### src/rtl/rf_wb_arbiter.sv
// rf_wb_arbiter: round-robin arbiter for the register-file write port plus
// a per-register busy scoreboard guarding operand hazards and WAW issue.
module rf_wb_arbiter #(
    parameter int NREQ = 3,
    parameter int XLEN = 64
) (
    input  logic                 clk,
    input  logic                 rst,
    input  logic [NREQ-1:0]      req_valid,
    output logic [NREQ-1:0]      req_ready,
    input  logic [NREQ*5-1:0]    req_dest,
    input  logic [NREQ*XLEN-1:0] req_data,
    input  logic                 iss_valid,
    input  logic [4:0]           iss_dest,
    output logic                 iss_ready,
    input  logic [4:0]           rs1_sel,
    input  logic [4:0]           rs2_sel,
    output logic                 rs1_busy,
    output logic                 rs2_busy,
    output logic                 rf_we,
    output logic [4:0]           rf_dest,
    output logic [XLEN-1:0]      rf_data,
    output logic [31:0]          busy_mask
);
    localparam int PW = $clog2(NREQ);
    logic [PW-1:0]   r_rr_ptr;
    logic            r_rf_we;
    logic [4:0]      r_rf_dest;
    logic [XLEN-1:0] r_rf_data;
    logic [31:0]     r_busy;
    logic [PW-1:0]   w_rot [NREQ];
    logic [NREQ-1:0] w_gnt;
    logic [PW-1:0]   w_gidx;
    logic            w_any;
    logic [PW-1:0]   w_next_ptr;
    logic [4:0]      w_sel_dest;
    logic [XLEN-1:0] w_sel_data;
    logic [31:0]     w_clr;
    logic [31:0]     w_set;
    logic [31:0]     w_busy_nx;
    // w_rot[k] is the requester examined k-th, starting from the pointer
    for (genvar g = 0; g < NREQ; g++) begin : g_rot
        assign w_rot[g] = PW'((int'(r_rr_ptr) + g) % NREQ);
    end
    // descending scan so the earliest position in the search order wins
    always_comb begin
        w_gnt  = '0;
        w_gidx = '0;
        w_any  = 1'b0;
        for (int k = NREQ - 1; k >= 0; k--) begin
            if (req_valid[w_rot[k]]) begin
                w_gnt           = '0;
                w_gnt[w_rot[k]] = 1'b1;
                w_gidx          = w_rot[k];
                w_any           = 1'b1;
            end
        end
    end
    assign req_ready  = w_gnt;
    assign w_next_ptr = (w_gidx == PW'(NREQ - 1)) ? '0 : w_gidx + 1'b1;
    assign w_sel_dest = req_dest[5*w_gidx +: 5];
    assign w_sel_data = req_data[XLEN*w_gidx +: XLEN];
    assign iss_ready  = ~r_busy[iss_dest] | (iss_dest == 5'd0);
    assign rs1_busy   = r_busy[rs1_sel];
    assign rs2_busy   = r_busy[rs2_sel];
    // clear follows the visible write; a same-edge allocation wins over it
    assign w_clr      = r_rf_we ? (32'd1 << r_rf_dest) : 32'd0;
    assign w_set      = (iss_valid && iss_ready && iss_dest != 5'd0) ? (32'd1 << iss_dest) : 32'd0;
    assign w_busy_nx  = ((r_busy & ~w_clr) | w_set) & ~32'd1;
    always_ff @(posedge clk or posedge rst) begin
        if (rst) begin
            r_rr_ptr  <= '0;
            r_rf_we   <= 1'b0;
            r_rf_dest <= '0;
            r_rf_data <= '0;
            r_busy    <= '0;
        end else begin
            if (w_any) r_rr_ptr <= w_next_ptr;
            r_rf_we <= w_any && (w_sel_dest != 5'd0);
            if (w_any && w_sel_dest != 5'd0) begin
                r_rf_dest <= w_sel_dest;
                r_rf_data <= w_sel_data;
            end
            r_busy <= w_busy_nx;
        end
    end
    assign rf_we     = r_rf_we;
    assign rf_dest   = r_rf_dest;
    assign rf_data   = r_rf_data;
    assign busy_mask = r_busy;
endmodule
### config.mk
export PLATFORM = sky130hd
export DESIGN_NAME = rf_wb_arbiter
export DESIGN_NICKNAME = d
export VERILOG_FILES = /design/src/rtl/rf_wb_arbiter.sv
export SDC_FILE = /design/constraint.sdc
export NUM_CORES = 1
export LEC_CHECK = 0
export CAP_MARGIN = 20
export CORE_MARGIN = 2
export CORE_UTILIZATION = 37
export CTS_CLUSTER_DIAMETER = 200
export DETAILED_ROUTE_END_ITERATION = 16
export PLACE_DENSITY = 0.74
export SYNTH_ARGS = -nofsm -noshare
export SYNTH_HDL_FRONTEND = slang
export SYNTH_SLANG_ARGS = --single-unit
### constraint.sdc
create_clock -name clk -period 3.3 [get_ports clk]
set_input_delay 0.495 -clock clk [delete_from_list [all_inputs] [get_ports clk]]
set_output_delay 0.495 -clock clk [all_outputs]
set_load 0.005 [all_outputs]
-- Yosys cells after proc, flatten, opt, wreduce, memory -nomap -nowiden
Cells that the tools add are included.
- word-level logic and storage cells: 70
- register bits after elaboration: 103
- output and inout bits: 108
- divide/modulo/power cells: 3
- reductions and logical operators: 9
- add/subtract/negate cells: 3
- bitwise gates (word level): 5
- multiply operators: 1
- shift-type cells: 4
- equality and inequality tests: 1
- mux-type cells: 30
- order comparisons: 9
- operator list (cell ; count):
    variable part select 192 x 9 -> 64 bit ; 1
    modulo 32 x 3 -> 32 bit, second input constant ; 2
    two-way mux 32 bit ; 2
    left shift 1 x 5 -> 32 bit, first input constant ; 2
    bitwise AND 32 bit ; 1
    modulo 3 x 3 -> 32 bit, second input constant ; 1
    inverter 32 bit ; 1
    OR 32 bit ; 1
    < comparator 5 x 6 -> 1 bit, second input constant ; 3
    binary-select mux 1 bit (select 5 bit) ; 3
    variable part select 15 x 6 -> 5 bit ; 1
    two-way mux 1 bit ; 12
    nonzero test 5 bit ; 2
    < comparator 2 x 3 -> 1 bit, second input constant ; 3
    two-way mux 3 bit ; 3
    two-way mux 2 bit ; 4
    binary-select mux 1 bit (select 2 bit) ; 3
    demux 1 bit (select 2 bit) ; 3
    >= comparator 2 x 1 -> 1 bit, second input constant ; 3
    logical AND 1 bit ; 6
    zero test 5 bit ; 1
    multiplier 3 x 2 -> 5 bit, first input constant ; 1
    adder 2 x 1 -> 3 bit, second input constant ; 1
    adder 2 x 2 -> 3 bit, second input constant ; 1
    4 further kinds ; 4

-- Logic depth before layout (Yosys ltp)
- depth in word-level cells: 11
- mapped depth: 13

-- Worst setup path after synthesis
OpenSTA, ideal clock, no wires.
- path type: register to register
- from: register r_rr_ptr[0]
- to: register r_rf_data[28] (netlist: rf_data[28])
- cell stages (with the launch flop): 13
- arrival: 2.683 ns
- path slack: 0.492 ns
- data required time: 3.175 ns
- library setup time: 0.125 ns
- period minus slack after synthesis: 2.808 ns
- path through: dfrtp_1 -> inv_1 -> ha_1 -> buf_2 -> nand2_1 -> o221a_2 -> a21o_1 -> a21oi_2 -> a221oi_2 -> a31oi_4 -> buf_6 -> buf_6 -> mux2_4
- longest elaborated chain between the ends: 11
- elaborated cells between the ends (all ways): 22
- classes of those cells: add/sub: 2; mul: 1; div: 3; shift: 2; mux: 12; reduce/logical: 2
- RTL lines (element ; RTL line ; text):
    start: declaration ; 26 ; logic [PW-1:0] r_rr_ptr;
    start signal: assignment ; 78 ; if (w_any) r_rr_ptr <= w_next_ptr;
    adder 2 x 2 -> 3 bit ; 43 ; assign w_rot[g] = PW'((int'(r_rr_ptr) + g) % NREQ);
    modulo 32 x 3 -> 32 bit ; 43 ;
    binary-select mux 1 bit (select 2 bit) ; 51 ; if (req_valid[w_rot[k]]) begin
    two-way mux 1 bit (implied by the code) ; 51 ;
    two-way mux 2 bit (3 in a row) ; 51 ;
    multiplier 3 x 2 -> 5 bit ; 61 ; assign w_sel_dest = req_dest[5*w_gidx +: 5];
    variable part select 15 x 6 -> 5 bit ; 61 ;
    nonzero test 5 bit ; 80 ; if (w_any && w_sel_dest != 5'd0) begin
    logical AND 1 bit ; 80 ;
    end signal: assignment ; 82 ; r_rf_data <= w_sel_data;
    end: declaration ; 29 ; logic [XLEN-1:0] r_rf_data;
Several ways; a longest one is shown, not always the timed one. The select of a mux whose other input is x is not followed.
A chain may end at the register's enable or synchronous reset.

-- Worst setup path in the final report
- from: input port rs2_sel[1]
- to: output port rs2_busy
- longest elaborated chain between the ends: 2
- RTL lines (element ; RTL line ; text):
    start: declaration ; 17 ; input logic [4:0] rs2_sel,
    binary-select mux 1 bit (select 5 bit) ; 65 ; assign rs2_busy = r_busy[rs2_sel];
    two-way mux 1 bit (implied by the code) ; 65 ;
    end: declaration ; 19 ; output logic rs2_busy,
No other way between the ends. The select of a mux whose other input is x is not followed.

==> metrics.txt <==
Routed WL between 20 and 25 mm; clock buffer depth 2; drt drc 0; Synth Net Count roughly 870; placer congestion estimate about 0.93; CTS root buf clkbuf_16; die height around 140 um; status complete, no violations; Setup-failing EPs final 0; initial core utilization a little under two fifths; H-tree levels 3; first-pass GRT wire length about 35 mm; post-synthesis instance area about 6500 um2; ANT cells 0; Setup WS pre-CTS -34.1 ps; Num CTS Buffers 9; LEAKAGE around 4.3 nW; CP max stage delay just under 500 ps; fin nets about 1,200; Syn-to-layout area delta 62.0%; Syn Area/Cell 10.3 um2; hold buffers post-CTS 0; DR vias between 6,000 and 7,000; fin crit share a little over nine tenths; first-pass detailed-route iteration total 6; clk_lat worst skew 360 ps; WP data arrival ~2700 ps; simple-gate area share of the yosys netlist between 8 and 9%; CTS tree yes; largest family of logic cells by synthesized area multiplexers; number of global-route vias before repair 6,376; multiplexer share of the synthesized area between 30% and 40%; CP bufs+invs 2; adder-cell share of the synthesized area less than 1%; routed len/inst between 15 and 20 um; core area about 17,000 um2; Worst path slowest cell clkdlybuf4s50_1; Primary FF master, synth dfrtp_1; antenna-violating nets left 0; CP startpoint kind input port; Synth cell types 45; final worst clock skew between 15 and 20 ps; hold crit path type reg2reg; count of pins over their slew limit 0; max-cap violations 0; die area around 19,000 um2; Async S/R FF share, synth between 90% and 100%; Tightest Pin Transition 545 ps; Post-synth EDFFs 0; worst slew slack as a fraction of its limit between 60 and 70%; cell row count 48; largest delay contributor family on the critical path multiplexers; share of cells above drive strength 1 between 15 and 20%; Crit. End Element output port; Final WS setup between 100 and 150 ps; setup tns final 0 ps; CP Class in2out; #FFs+latches synth 103; Synth Area in Compound Gates 15.9%; fin crit period approximately 3200 ps; total global-route track usage between 20 and 30%; Seq/Total Area, Yosys approximately two fifths; fmax 316 MHz; xor/xnor cell area share of the yosys netlist 0%; vias per inst about 5.4; Final HPWL DP ~19 mm; worst path cell trace clkdlybuf4s50_1 -> mux2_2 -> nand2_1 -> o21ai_0 -> mux4_2 -> mux2_2 -> clkdlybuf4s50_1; final hold violations 0; Post-Synthesis Cells 633; clk slew on worst S/H paths about 70 ps; largest net degree at the start of global routing 84; Tot Pwr roughly 10 mW; yosys warns 0; RSZ-0062 raised after global routing no; gr ovfl total 0; Power Dens Cells a little under 1000 nW/um2; initial antenna violation count 0; Ports 336; Data required, critical path 2800 ps; Port Buffers about 330; die width 137 um; Max FO, Critical Path 2; VDD IR max 0.738 mV; DR iter-0 viols between 400 and 500; number of fill cells in the layout between 1,000 and 1,500; CTS sink cnt slightly above 100
registers in the layout, summed over array words and instances (netlist names):
| register | cells |
|---|---|
| r_rr_ptr | 2 |
| rf_dest | 5 |
| rf_we | 1 |
| busy_mask | 31 |
| rf_data | 64 |
cells in the mapped netlist (4+ instances only):
master    count  area share (%)
o21ai_0     135              10
dfrtp_1     103              39
nand2_1      87             5.0
mux2i_1      71              11
mux2_2       63              11
mux4_2       25             8.6
clkbuf_1     21             1.2
inv_1        14            0.80
a21oi_1      12            0.92
nand3_1      10            0.76
buf_4         9             1.0
o22ai_1       9            0.86
buf_2         7            0.54
nor2_1        6            0.34
mux2_4        5             1.1
nand2b_1      5            0.48
ha_1          4            0.76
o211ai_1      4            0.46
or2_2         4            0.38
final cells by class:
cell class | count | area [um2] | share of cell area [%]
Multi-Input combinational cell | 475 | 3730 | 35.2
Clock buffer | 9 | 225 | 2.13
Tap cell | 225 | 282 | 2.66
Clock inverter | 7 | 78.8 | 0.744
Timing Repair Buffer | 362 | 3650 | 34.4
Inverter | 14 | 55.1 | 0.520
Sequential cell | 103 | 2580 | 24.3
worst reg2reg max path, delay by kind of cell (launching register included):
kind	cells	cell delay, ps
AOI/OAI and AO/OA	5	1180
buffers and inverters	2	440
muxes	1	390
adders and majority gates	1	450
DFF	1	400
and+or+nand+nor	1	130
cell usage in the layout, fill, tap and decap left out, types with 2 or more instances in the layout:
| cell type | n |
|---|---|
| ha_1 | 2 |
| a21oi_1 | 12 |
| nand3_1 | 10 |
| nand2b_1 | 5 |
| or3_1 | 2 |
| nor2_1 | 6 |
| a21o_1 | 3 |
| o31a_1 | 2 |
| o22ai_2 | 2 |
| o22ai_1 | 8 |
| buf_4 | 20 |
| a221oi_2 | 2 |
| mux4_2 | 25 |
| buf_12 | 7 |
| clkdlybuf4s50_1 | 330 |
| mux2_4 | 5 |
| mux2i_1 | 71 |
| nor2b_1 | 2 |
| dlymetal6s2s_1 | 2 |
| a31oi_1 | 2 |
| clkbuf_16 | 9 |
| inv_1 | 13 |
| dfrtp_1 | 103 |
| nand2_1 | 86 |
| mux2_2 | 63 |
| inv_6 | 3 |
| or2_2 | 4 |
| o211ai_1 | 4 |
| o21ai_0 | 135 |
| nand4_1 | 3 |
| ha_2 | 2 |
| dlygate4sd2_1 | 2 |
| nor3_1 | 2 |
cell families (layout without fill, tap and decap cells):
family	count (synthesis)	count (layout)
fa+ha+maj	4	4
compound gates	180	180
mux	164	164
flops	103	103
buf+inv	55	392
other cells	1	1
simple gates	126	126
worst paths after layout:
path	slack, ps	cells past startpoint	from	end
setup reg to reg	200	10	r_rr_ptr[0]$_DFFE_PP0P_	rf_data[6]$_DFFE_PP0P_
max in group asynchronous	2030	3	rst	busy_mask[21]$_DFF_PP0_
min in group asynchronous	530	2	rst	rf_data[3]$_DFFE_PP0P_
hold reg to reg	510	1	rf_data[62]$_DFFE_PP0P_	rf_data[62]$_DFFE_PP0P_
setup / recovery	140	7	rs2_sel[1]	rs2_busy
hold / removal	510	1	rf_data[62]$_DFFE_PP0P_	rf_data[62]$_DFFE_PP0P_
metal layers:
layer / up-vias / global-route usage [%] / share of wire, %
li1: 2993 / - / -
met1: 3019 / 29.0 / 37
met2: 343 / 43.3 / 50
met3: 53 / 6.74 / 8.8
met4: 0 / 10.8 / 3.8
met5: - / 0 / 0
power by group:
group,switching [mW],internal (mW),total (mW),leakage [nW]
Sequential,0.684,1.96,2.64,1.22
Clock,0.561,0.545,1.11,0.149
Combinational,2.79,3.75,6.54,2.97
Total,4.03,6.26,10.3,4.34
stage by stage:
stage | hold WS, ps | util [%] | cell area, um2 | std cells
floorplan | 505 | - | 6540 | 633
global placement | 489 | 59.4 | 10300 | 1179
detailed placement | 495 | 59.4 | 10300 | 1179
CTS | 512 | 61.1 | 10600 | 1195
global route | 524 | 61.3 | 10600 | 1195
finish | 508 | 61.3 | 10600 | 1195
what timing repair did:
| action | 4_1_cts | 5_1_grt |
|---|---|---|
| pin swaps | 0 | 0 |
| endpoints found under the setup margin | 2 | 4 |
| gates resized for setup | 2 | 7 |
| buffers inserted | 0 | 0 |
Note: power is estimated with default switching activity, not from simulation.
